<file path="config.mk">
export PLATFORM = sky130hd
export DESIGN_NAME = fns_serial_decoder_flat
export DESIGN_NICKNAME = d
export VERILOG_FILES = /design/src/rtl/fns_serial_decoder_if.sv /design/src/rtl/fns_serial_decoder.sv /design/src/flat_wrapper.sv
export SDC_FILE = /design/constraint.sdc
export NUM_CORES = 1
export LEC_CHECK = 0
export BUFFER_PORTS_ARGS = -buffer_cell sky130_fd_sc_hd__buf_2
export CAP_MARGIN = 10
export CORE_MARGIN = 8
export CORE_UTILIZATION = 58
export DETAILED_ROUTE_END_ITERATION = 6
export GPL_TIMING_DRIVEN = 0
export PLACE_DENSITY = 0.87
export SYNTH_ARGS = -nofsm -noshare
export SYNTH_HDL_FRONTEND = slang
export SYNTH_SLANG_ARGS = --single-unit
</file>
<file path="constraint.sdc">
create_clock -name clk -period 4 [get_ports clk]
set_input_delay 0.2 -clock clk [delete_from_list [all_inputs] [get_ports clk]]
set_output_delay 0.2 -clock clk [all_outputs]
set_load 0.01 [all_outputs]
</file>
<file path="src/rtl/fns_serial_decoder_if.sv">
// Handshake bundle between the TSV receive array, the FNS decoder and the
// downstream binary datapath.
interface fns_serial_decoder_if #(
  parameter int N_TSV = 9,
  parameter int SUM_W = 8
);
  logic             in_valid;
  logic             in_ready;
  logic [N_TSV-1:0] rx_word;
  logic [N_TSV-1:0] en_flag;
  logic             out_valid;
  logic             out_ready;
  logic [SUM_W-1:0] dec_value;
  logic             err;

  // master: upstream TSV array plus downstream consumer
  modport master (
    output in_valid, rx_word, en_flag, out_ready,
    input  in_ready, out_valid, dec_value, err
  );

  modport slave (
    input  in_valid, rx_word, en_flag, out_ready,
    output in_ready, out_valid, dec_value, err
  );
endinterface

</file>
<file path="src/rtl/fns_serial_decoder.sv">
// Serial Fibonacci-numeral-system TSV decoder: walks one TSV per cycle, giving
// weights 1,2,3,5,... to enabled TSVs only. Optional FNS_DECODER_CHECK_EN adds adjacent-ones checking.
module fns_serial_decoder #(
  parameter int N_TSV = 9,
  parameter int SUM_W = 8,
  parameter int IDX_W = 4
) (
  input logic                 clk,
  input logic                 rst,
  fns_serial_decoder_if.slave bus
);
  typedef enum logic [1:0] {IDLE, RUN, DONE} state_t;

  localparam logic [IDX_W-1:0] LAST_IDX = IDX_W'(N_TSV - 1);

  state_t           state_q, state_d;
  logic             in_ready_q, in_ready_d;
  logic             out_valid_q, out_valid_d;
  logic [SUM_W-1:0] dec_value_q, dec_value_d;
  logic [N_TSV-1:0] rx_sh_q, rx_sh_d;
  logic [N_TSV-1:0] en_sh_q, en_sh_d;
  logic [SUM_W-1:0] acc_q, acc_d;
  logic [SUM_W-1:0] prev_q, prev_d;
  logic [SUM_W-1:0] cur_q, cur_d;
  logic [IDX_W-1:0] idx_q, idx_d;

  logic             en_bit, rx_bit;
  logic [SUM_W-1:0] acc_sum;

  assign en_bit  = en_sh_q[idx_q];
  assign rx_bit  = rx_sh_q[idx_q];
  assign acc_sum = acc_q + ((en_bit && rx_bit) ? cur_q : '0);

`ifdef FNS_DECODER_CHECK_EN
  // last_one tracks the rx bit of the most recent enabled TSV, so disabled
  // TSVs in between are transparent to the adjacency check.
  logic err_q, err_d;
  logic last_one_q, last_one_d;
`endif

  always_comb begin
    state_d     = state_q;
    in_ready_d  = in_ready_q;
    out_valid_d = out_valid_q;
    dec_value_d = dec_value_q;
    rx_sh_d     = rx_sh_q;
    en_sh_d     = en_sh_q;
    acc_d       = acc_q;
    prev_d      = prev_q;
    cur_d       = cur_q;
    idx_d       = idx_q;
`ifdef FNS_DECODER_CHECK_EN
    err_d       = err_q;
    last_one_d  = last_one_q;
`endif
    case (state_q)
      IDLE: begin
        if (bus.in_valid && in_ready_q) begin
          rx_sh_d    = bus.rx_word;
          en_sh_d    = bus.en_flag;
          acc_d      = '0;
          idx_d      = '0;
          prev_d     = SUM_W'(1);
          cur_d      = SUM_W'(1);
          in_ready_d = 1'b0;
          state_d    = RUN;
`ifdef FNS_DECODER_CHECK_EN
          err_d      = 1'b0;
          last_one_d = 1'b0;
`endif
        end
      end
      RUN: begin
        if (en_bit) begin
          acc_d  = acc_sum;
          prev_d = cur_q;
          cur_d  = prev_q + cur_q;
`ifdef FNS_DECODER_CHECK_EN
          if (rx_bit && last_one_q) err_d = 1'b1;
          last_one_d = rx_bit;
`endif
        end
        if (idx_q == LAST_IDX) begin
          dec_value_d = acc_sum;
          out_valid_d = 1'b1;
          state_d     = DONE;
        end else begin
          idx_d = idx_q + 1'b1;
        end
      end
      DONE: begin
        if (bus.out_ready) begin
          out_valid_d = 1'b0;
          in_ready_d  = 1'b1;
          state_d     = IDLE;
        end
      end
      default: state_d = IDLE;
    endcase
  end

  always_ff @(posedge clk) begin
    if (rst) begin
      state_q     <= IDLE;
      in_ready_q  <= 1'b1;
      out_valid_q <= 1'b0;
      dec_value_q <= '0;
      rx_sh_q     <= '0;
      en_sh_q     <= '0;
      acc_q       <= '0;
      prev_q      <= SUM_W'(1);
      cur_q       <= SUM_W'(1);
      idx_q       <= '0;
`ifdef FNS_DECODER_CHECK_EN
      err_q       <= 1'b0;
      last_one_q  <= 1'b0;
`endif
    end else begin
      state_q     <= state_d;
      in_ready_q  <= in_ready_d;
      out_valid_q <= out_valid_d;
      dec_value_q <= dec_value_d;
      rx_sh_q     <= rx_sh_d;
      en_sh_q     <= en_sh_d;
      acc_q       <= acc_d;
      prev_q      <= prev_d;
      cur_q       <= cur_d;
      idx_q       <= idx_d;
`ifdef FNS_DECODER_CHECK_EN
      err_q       <= err_d;
      last_one_q  <= last_one_d;
`endif
    end
  end

  assign bus.in_ready  = in_ready_q;
  assign bus.out_valid = out_valid_q;
  assign bus.dec_value = dec_value_q;
`ifdef FNS_DECODER_CHECK_EN
  assign bus.err = err_q;
`else
  assign bus.err = 1'b0;
`endif
endmodule
</file>
<file path="src/flat_wrapper.sv">
// flat-port wrapper written by rule: the top's interface ports become plain ports
module fns_serial_decoder_flat 
#(
  parameter int N_TSV = 9,
  parameter int SUM_W = 8,
  parameter int IDX_W = 4
)
  (clk, rst, bus_in_valid, bus_rx_word, bus_en_flag, bus_out_ready, bus_in_ready, bus_out_valid, bus_dec_value, bus_err);
  fns_serial_decoder_if #(.N_TSV(N_TSV), .SUM_W(SUM_W)) bus_i ();
  input logic clk;
  input logic rst;
  input wire logic [$bits(bus_i.in_valid)-1:0] bus_in_valid;
  input wire logic [$bits(bus_i.rx_word)-1:0] bus_rx_word;
  input wire logic [$bits(bus_i.en_flag)-1:0] bus_en_flag;
  input wire logic [$bits(bus_i.out_ready)-1:0] bus_out_ready;
  output wire logic [$bits(bus_i.in_ready)-1:0] bus_in_ready;
  output wire logic [$bits(bus_i.out_valid)-1:0] bus_out_valid;
  output wire logic [$bits(bus_i.dec_value)-1:0] bus_dec_value;
  output wire logic [$bits(bus_i.err)-1:0] bus_err;
  assign bus_i.in_valid = bus_in_valid;
  assign bus_i.rx_word = bus_rx_word;
  assign bus_i.en_flag = bus_en_flag;
  assign bus_i.out_ready = bus_out_ready;
  assign bus_in_ready = bus_i.in_ready;
  assign bus_out_valid = bus_i.out_valid;
  assign bus_dec_value = bus_i.dec_value;
  assign bus_err = bus_i.err;
  fns_serial_decoder #(.N_TSV(N_TSV), .SUM_W(SUM_W), .IDX_W(IDX_W)) u_core (.clk(clk), .rst(rst), .bus(bus_i));
endmodule
</file>
Word-level counts from Yosys, hierarchy flattened
Index checks and enable logic that the tools add are counted.

storage, ports and cells
  logic and storage cells = 61
  register bits after elaboration = 58
  input port bits = 22
  output and inout bits = 11

cells by class
  reductions and logical operators = 13
  add/sub/neg operators = 3
  mux-type cells = 26
  order comparisons = 1
  eq/ne operators = 8

operators with widths
  cell                                                         number
  two-way mux 8 bit                                            6
  one-hot mux 8 bit (2 select lines)                           3
  adder 8 bit                                                  2
  AND reduction 3 bit                                          5
  binary-select mux 1 bit (select 4 bit)                       2
  two-way mux 4 bit                                            2
  one-hot mux 4 bit (2 select lines)                           1
  two-way mux 1 bit                                            6
  two-way mux 2 bit                                            3
  inequality test 2 x 1 -> 1 bit (second input constant)       3
  one-hot mux 2 bit (3 select lines)                           1
  nonzero test 2 bit                                           3
  less-than comparator 4 x 5 -> 1 bit (second input constant)  1
  adder 4 x 1 -> 4 bit (second input constant)                 1
  equality test 4 bit (second input constant)                  1
  inequality test 2 bit (second input constant)                2
  one-hot mux 1 bit (2 select lines)                           2
  AND reduction 2 bit                                          2
  equality test 2 x 1 -> 1 bit (second input constant)         1
  equality test 2 bit (second input constant)                  1
  logical AND 1 bit                                            2
  zero test 2 bit                                              1

Depth between registers and ports, before layout
Gate-level depths: netlist of run 1.

  depth after elaboration = 7
  gate-level depth with buffers = 15
  mapped depth without buffers = 13

Worst setup path after synthesis of run 1
OpenSTA, ideal clock, no wires.

  path kind = register -> register
  start = reg u_core.idx_q[0]
  end = reg u_core.dec_value_q[7], in the netlist u_core.bus.dec_value[7]
  stages on the path, launching flop included = 15
  period minus slack after synthesis = 3371 ps
  setup time = 128 ps
  buffers on the path = 2
  data arrival time = 3243 ps
  path slack = 629 ps
  required time = 3872 ps
  cell sequence = dfxtp_1 > buf_6 > mux4_2 > a22o_1 > or2_1 > buf_6 > nand3_1 > inv_1 > ha_1 > a211oi_1 > o21ai_1 > o41ai_1 > xor2_1 > xnor2_1 > o31ai_2

on the way
  cells in the longest elaborated chain, start to end = 5
  elaborated cells between the ends (all ways) = 9
  those cells by class = add/sub: 1; eq/ne: 1; mux: 5; reduce/logical: 2

RTL lines
  element                                                           line                                                text
  from (decl)                                                       fns_serial_decoder.sv:25                            logic [IDX_W-1:0] idx_q, idx_d;
  from (signal assigned)                                            fns_serial_decoder.sv:128                           idx_q <= idx_d;
  binary-select mux 1 bit (select 4 bit), on equally long branches  fns_serial_decoder.sv:30, fns_serial_decoder.sv:31
  two-way mux 1 bit, on equally long branches                       fns_serial_decoder.sv:30, fns_serial_decoder.sv:31
  logical AND 1 bit                                                 fns_serial_decoder.sv:32                            assign acc_sum = acc_q + ((en_bit && rx_bit) ? cur_q : '0);
  two-way mux 8 bit                                                 fns_serial_decoder.sv:32
  adder 8 bit                                                       fns_serial_decoder.sv:32
  to (signal assigned)                                              fns_serial_decoder.sv:122                           dec_value_q <= dec_value_d;
  to (decl)                                                         fns_serial_decoder.sv:19                            logic [SUM_W-1:0] dec_value_q, dec_value_d;

Several ways; a longest one is shown, not always the timed one. The select of a mux whose other input is x is not followed.
A chain may end at the register's enable or synchronous reset.

Worst setup path in the final report of run 1
Same ends and word-level chain as after synthesis.

==> impl_metrics.csv, run 1 <==
group,metric,value,unit
placed_design,gp_congestion,0.837,
critical_path,worstPathMaxFanout,9,
clock_tree,clock_latency,0.34,ns
critical_path,start_kind,"flip-flop",
final_layout,final_layout_size_suffix_gt1_frac,0.155,
synth,avgSynthCellArea,8.17,µm²
sta,fmax,274,MHz
synth,synth-adder-area-share,0.0789,
sta,post-route-period-util,0.913,
worst_hold_path,hp-class,"in -> reg",
route,viasPerCell,5.62,
pwr,leakagePower,1.43,nW
placed_design,dp_cells,473,
sta,rsz0062_at_grt,"no",
global_routing,grt_pass1_vias,2759,
route,drcViolationCount,0,
synth,ys_ff_latch,58,
global_routing,antenna_found_initial,0,
synth,synth-edff-count,0,
synth,ys_top_cells_by_area,"dfxtp_1 38%, nand2_1 9.2%, a21oi_1 8.9%, ha_1 6.6%, nand3_1 3.6%",
synth,synth_common_cells,"75 x nand2_1, 58 x dfxtp_1, 54 x a21oi_1, 22 x nand3_1, 17 x nor2_1",
placed_design,hpwl,5280,µm
synth,ys_seq_area_frac,0.381,
sta,final-hold-violation-count,0,
clock_tree,cts_sinks,58,
floorplanning,rows,26,
critical_path,cp.arrival,3.86,ns
global_routing,grt_first_pass_wirelength,12200,µm
clock_tree,root_buffer,"clkbuf_8",
clock_tree,clk_path_buf_depth,2,
critical_path,path_cells,"buf_6 > mux4_2 > a22o_1 > or2_1 > buf_6 > nand3_1 > inv_1 > ha_1 > a211oi_1 > o21ai_1 > o41ai_4 > xor2_1 > xnor2_1 > o31ai_2",
run_status,status,"completed",
synth,synth_mux_area_frac,0.0292,
sta,clock_skew,0.00595,ns
critical_path,cp_slowest_cell,"mux4_2",
pwr,p_per_area,378,nW/µm²
synth,yosys.cell_count.top_type,"nand2_1",
synth,synth_xor_area_frac,0.0345,
final_layout,layout.nets,454,
final_layout,register_area,1160,µm²
route,detailedRoute.firstIterationViolations,146,
floorplanning,die_area,7830,µm²
synth,synth_simple_gate_area_frac,0.234,
synth,postSynthCellCount,373,
final_layout,final_cells,489,
critical_path,cp_slowest_stage_delay,0.52,ns
clock_tree,postCtsSetupBuffers,0,
final_layout,num_antenna_cells,0,
sta,worst_pin_slew,0.579,ns
clock_tree,cts_tree,"built",
sta,finalHoldWorstSlack,0.0919,ns
pwr,irDropWorstVdd,322,µV
clock_tree,cts_max_level,3,
synth,ys_types,52,
final_layout,multi_input_area,1750,µm²
route,routedWlPerCell,14.4,µm
synth,synth_compound_area_frac,0.189,
sta,slew_viol_final,0,
floorplanning,initial_core_util,0.600,
critical_path,crit_top_cell,"buf_6",
final_layout,area_growth,15.6,%
clock_tree,cts.reportedPaths.clkPinSlew,0.06,ns
sta,finalSetupTns,0,ns
route,totalWireLength,7060,µm
synth,syn_nets,413,
route,vias,2748,
synth,syn_area,3050,µm²
synth,async_flop_share,0,
floorplanning,die-width,88.5,µm
critical_path,path_class,"reg -> reg",
sta,relSlewSlack,0.614,
route,firstDrtPassIters,5,
synth,netlist.area_leader.share,0.381,
floorplanning,pin_count,33,
global_routing,grt_max_degree,11,
global_routing,grt_overflow,0,
job,maxCapViolations,0,
final_layout,fill_cells,446,
critical_path,crit_path_end_kind,"flip-flop",
critical_path,crit_required,4.20,ns
synth,synth_top_area_cell,"dfxtp_1",
sta,finalSetupViolations,0,
route,final_antenna_net_count,0,
placed_design,port_buffers,30,
sta,fin_crit,3.65,ns
synth,synth_top_family_by_area,"simple AND/OR/NAND/NOR gates",
synth,synth_top_flop_cell,"dfxtp_1",
floorplanning,dieHeight,88.5,µm
floorplanning,core,5070,µm²
clock_tree,cts_buffers,9,
global_routing,grtUsageTotal,0.201,
synth,yosysWarnings,0,
[state kept, by name, indices dropped and copies added, names as in the netlist]
signal                flops
u_core.prev_q             8
u_core.acc_q              8
u_core.bus.dec_value      8
u_core.cur_q              8
u_core.rx_sh_q            9
u_core.bus.in_ready       1
u_core.bus.out_valid      1
u_core.state_q            2
u_core.en_sh_q            9
u_core.idx_q              4
[through the flow]
step	instance area, µm²	total power, mW	utilization	worst slack (ns)
global placement	3280	0.748	0.647	0.321
global route	3520	1.39	0.694	0.0524
detailed placement	3280	0.752	0.647	0.136
CTS	3500	1.34	0.690	0.107
floorplan	3050	0.710	-	0.629
finish	3520	1.33	0.694	0.346
[kinds of logic (layout without fill, tap and decap cells)]
kind of cell	Yosys count	count (layout)
simple gates	153	153
compound gates	92	92
flops	58	58
buf+inv	33	79
fa+ha+maj	18	18
xor+xnor	12	12
mux	6	6
other cells	1	1
[report_power, final]
| part | internal, mW | switching [mW] | total, mW | leakage, nW |
|---|---|---|---|---|
| logic | 0.0483 | 0.0862 | 0.134 | 0.842 |
| clock network | 0.363 | 0.228 | 0.590 | 0.116 |
| registers | 0.594 | 0.0113 | 0.605 | 0.470 |
| total | 1.01 | 0.325 | 1.33 | 1.43 |
[final cells by class]
class	count	share of cell area
clock inverter	6	0.0227
multi-input combinational	282	0.496
inverter	11	0.0117
timing repair buffer	30	0.0426
sequential	58	0.330
clock buffer	10	0.0391
tap	70	0.0249
buffer	22	0.0327
[what timing repair did]
| item | 4_1_cts | 5_1_grt |
|---|---|---|
| hold buffers | 0 | 0 |
| hold endpoints to repair | 0 | 0 |
| gates resized for setup | 0 | 2 |
| setup endpoints to repair | 0 | 2 |
[worst max-delay path: cells and delay by family, from the launching register on]
family | cells | cell delay [ns]
XOR/XNOR | 2 | 0.46
adder cells (fa/ha/maj) | 1 | 0.28
AO/OA/AOI/OAI | 5 | 1.16
multiplexers | 1 | 0.52
buffers and inverters | 3 | 0.36
AND/OR/NAND/NOR | 2 | 0.38
flip-flops | 1 | 0.36
[per-layer routing]
metal  vias up  routed length (µm)  GRT usage
met1      1275                3040      0.214
met3        14                 349     0.0659
met2        75                3570      0.358
li1       1384                   -          -
met4         0                 102     0.0753
met5         -                   0          0
[path summary, 6_finish.rpt]
path / start / to / slack, ns / cells after the start
setup / recovery: u_core.idx_q[0] / u_core.bus.dec_value[7] / 0.35 / 14
hold / removal: bus_en_flag[7] / u_core.en_sh_q[7] / 0.09 / 3
setup reg to reg: u_core.idx_q[0] / u_core.bus.dec_value[7] / 0.35 / 14
hold reg to reg: u_core.en_sh_q[7] / u_core.en_sh_q[7] / 0.45 / 2
[placed cells by master (no fill, tap or decap), types with 3 or more instances in the layout]
cell	synthesis	final
buf_2	2	32
a21oi_1	54	54
xor2_1	4	4
ha_1	16	16
nand2_1	75	75
nand4_1	5	5
nor2_1	17	17
a31oi_1	5	5
o21ai_0	8	8
nor3b_1	3	3
o21bai_1	4	4
dfxtp_1	58	58
or3_1	3	3
xnor2_1	8	8
nor3_1	6	6
nand3b_1	3	3
clkinv_2	0	4
buf_6	3	3
inv_1	11	11
and3_1	8	8
a21o_1	3	3
clkbuf_1	14	14
nand3_1	22	22
clkbuf_8	0	10
Note: power is estimated with default switching activity, not from simulation.
==> run 2: changes to the inputs <==
CORE_MARGIN = 10   (was 8)
CORE_UTILIZATION = 35   (was 58)
PLACE_DENSITY = 0.6   (was 0.87)
==> run 2 against run 1 <==
Against the previous run: via count shrank 2.6%; critical path depth stayed put; critical path type unchanged; first-iteration DRC count fell by 37%; highest routed layer unchanged; register-to-register slack improved by 0.09 ns; core utilization is 27 points lower; wire length grew 7.4%; sequential share of layout area down 0.41 points; non-clock buffer count is the same; worst setup slack improved by 0.086 ns; count of clock-buffer cells in the layout increased by 2.
==> impl_metrics.csv, run 2 (synthesis gave the netlist of run 1 again) <==
group,metric,value,unit
run_status,status,"completed",
sta,layout_setup_ws,0.432,ns
clock_tree,cts_buffers,9,
worst_hold_path,holdPathEnd,"u_core.rx_sh_q[0]",
pwr,p_sw_frac,0.253,
sta,finalSetupTns,0,ns
floorplanning,pin_count,33,
final_layout,final_layout_size_suffix_gt1_frac,0.153,
sta,post-route-period-util,0.892,
critical_path,path_class,"reg -> reg",
pwr,power.total,1.37,mW
critical_path,r2r_slack,0.43,ns
critical_path,start_kind,"flip-flop",
sta,fmax,280,MHz
final_layout,num_antenna_cells,0,
critical_path,crit_required,4.23,ns
pwr,p_per_area,386,nW/µm²
clock_tree,cts_tree,"built",
sta,finalSetupViolations,0,
clock_tree,postCtsSetupBuffers,0,
final_layout,final_cell_mix,"75 x nand2_1, 58 x dfxtp_1, 54 x a21oi_1",
critical_path,critPathTopFamily,"compound AO/OA/AOI/OAI gates",
worst_hold_path,hp-class,"in -> reg",
sta,rsz0062_at_grt,"no",
placed_design,hpwl,5550,µm
critical_path,cp.arrival,3.80,ns
pwr,irDropWorstVdd,230,µV
worst_hold_path,whs_path_depth,3,
floorplanning,core,8340,µm²
floorplanning,initial_core_util,0.365,
global_routing,grtUsageTotal,0.120,
critical_path,crit_start,"u_core.idx_q[0]",
sta,slew_viol_final,0,
clock_tree,cts_sinks,58,
pwr,seqPwrFrac,0.440,
clock_tree,cts_max_level,3,
sta,fin_crit,3.57,ns
final_layout,design_area,3560,µm²
sta,final-hold-violation-count,0,
placed_design,pre_cts_slack,0.269,ns
clock_tree,clock_latency,0.35,ns
route,vias,2676,
global_routing,grt_first_pass_wirelength,12700,µm
global_routing,antenna_found_initial,0,
final_layout,post-route-util,0.427,
pwr,pwr-share-clk,0.460,
critical_path,r2r.worst_path.cells,14,
job,maxCapViolations,0,
clock_tree,hold_buffers,0,
pwr,combPwrFrac,0.099,
placed_design,dp_cells,508,
worst_hold_path,min-delay-start,"bus_rx_word[0]",
clock_tree,root_buffer,"clkbuf_8",
critical_path,cp_slowest_cell,"mux4_2",
final_layout,area_growth,17.0,%
final_layout,top_regs,"u_core.en_sh_q x9, u_core.rx_sh_q x9",
pwr,power_switching,0.347,mW
clock_tree,clk_path_buf_depth,2,
critical_path,r2r_start,"u_core.idx_q[0]",
global_routing,grt_max_degree,11,
sta,relSlewSlack,0.583,
route,routedWlPerCell,14.5,µm
final_layout,final_common_cell,"nand2_1",
sta,finalHoldWorstSlack,0.0761,ns
clock_tree,cts.reportedPaths.clkPinSlew,0.07,ns
global_routing,grt_pass1_vias,2700,
placed_design,place_area,3330,µm²
floorplanning,die_area,12800,µm²
route,drcViolationCount,0,
route,final_antenna_net_count,0,
route,viasPerCell,5.11,
floorplanning,die-width,113,µm
sta,clock_skew,0.00856,ns
critical_path,reg2reg_to,"u_core.bus.dec_value[7]",
floorplanning,rows,33,
final_layout,final_cells,524,
critical_path,crit_path_end_kind,"flip-flop",
floorplanning,dieHeight,113,µm
critical_path,crit_cells,14,
pwr,leakagePower,1.42,nW
critical_path,path_cells,"buf_6 > mux4_2 > a22o_1 > or2_1 > buf_6 > nand3_1 > inv_1 > ha_1 > a211oi_1 > o21ai_1 > o41ai_2 > xor2_1 > xnor2_1 > o31ai_2",
critical_path,cp_slowest_stage_delay,0.50,ns
global_routing,grt_overflow,0,
placed_design,gp_congestion,0.811,
route,firstDrtPassIters,4,
final_layout,fill_cells,879,
critical_path,worstPathMaxFanout,9,
final_layout,layout.nets,454,
pwr,p_int,1.03,mW
critical_path,cp_num_buf_inv,3,
route,totalWireLength,7580,µm
critical_path,crit_top_cell,"buf_6",
route,detailedRoute.firstIterationViolations,92,
sta,worst_pin_slew,0.626,ns
placed_design,port_buffers,30,
## run 2: cell types whose count changed in the layout (fill, tap and decap cells not counted)
cell      change
clkbuf_1      +1
o41ai_2       +1
clkinv_4      +1
o41ai_4       -1
clkbuf_8      +1
clkinv_2      -3
## run 2: repair_timing
item,in CTS,in global routing
hold endpoints to repair,0,0
endpoints found under the setup margin,0,2
resized for setup,0,1
## run 2: area by class of cell
type	count	area (µm²)	area share
Tap cell	105	131	0.0369
Clock buffer	12	155	0.0435
Sequential cell	58	1160	0.326
Buffer	22	115	0.0323
Multi-Input combinational cell	282	1740	0.487
Clock inverter	4	73.8	0.0207
Timing Repair Buffer	30	150	0.0421
Inverter	11	41.3	0.0116
## run 2: power groups by stage
stage	Combinational (mW)	Sequential [mW]	Clock, mW
after global placement	0.136	0.617	0
after global routing	0.153	0.607	0.675
after detailed placement	0.137	0.618	0
after floorplan	0.0941	0.616	0
after CTS	0.137	0.605	0.644
final	0.137	0.605	0.633
## run 2: worst register-to-register path, cell delays in order, from the launching register on
cell	delay [ns]
dfxtp_1	0.35
buf_6	0.15
mux4_2	0.50
a22o_1	0.29
or2_1	0.26
buf_6	0.14
nand3_1	0.12
inv_1	0.06
ha_1	0.28
a211oi_1	0.28
o21ai_1	0.15
o41ai_2	0.35
xor2_1	0.26
xnor2_1	0.16
o31ai_2	0.07
## run 2: worst max-delay path by stage
stage / slack (ns) / end
finish: 0.43 / u_core.bus.dec_value[7]
global route: 0.18 / u_core.bus.dec_value[7]
CTS: 0.24 / u_core.bus.dec_value[7]
detailed placement: 0.27 / u_core.bus.dec_value[7]
global placement: 0.31 / u_core.bus.dec_value[7]
floorplan: 0.63 / u_core.bus.dec_value[7]
## run 2: routing by layer
layer | routed length, µm | vias up | part of all wire | global-route usage
li1 | - | 1382 | - | -
met3 | 373 | 14 | 0.049 | 0.0465
met4 | 144 | 0 | 0.019 | 0.0415
met1 | 3580 | 1230 | 0.47 | 0.145
met2 | 3480 | 50 | 0.46 | 0.189
met5 | 0 | - | 0 | 0
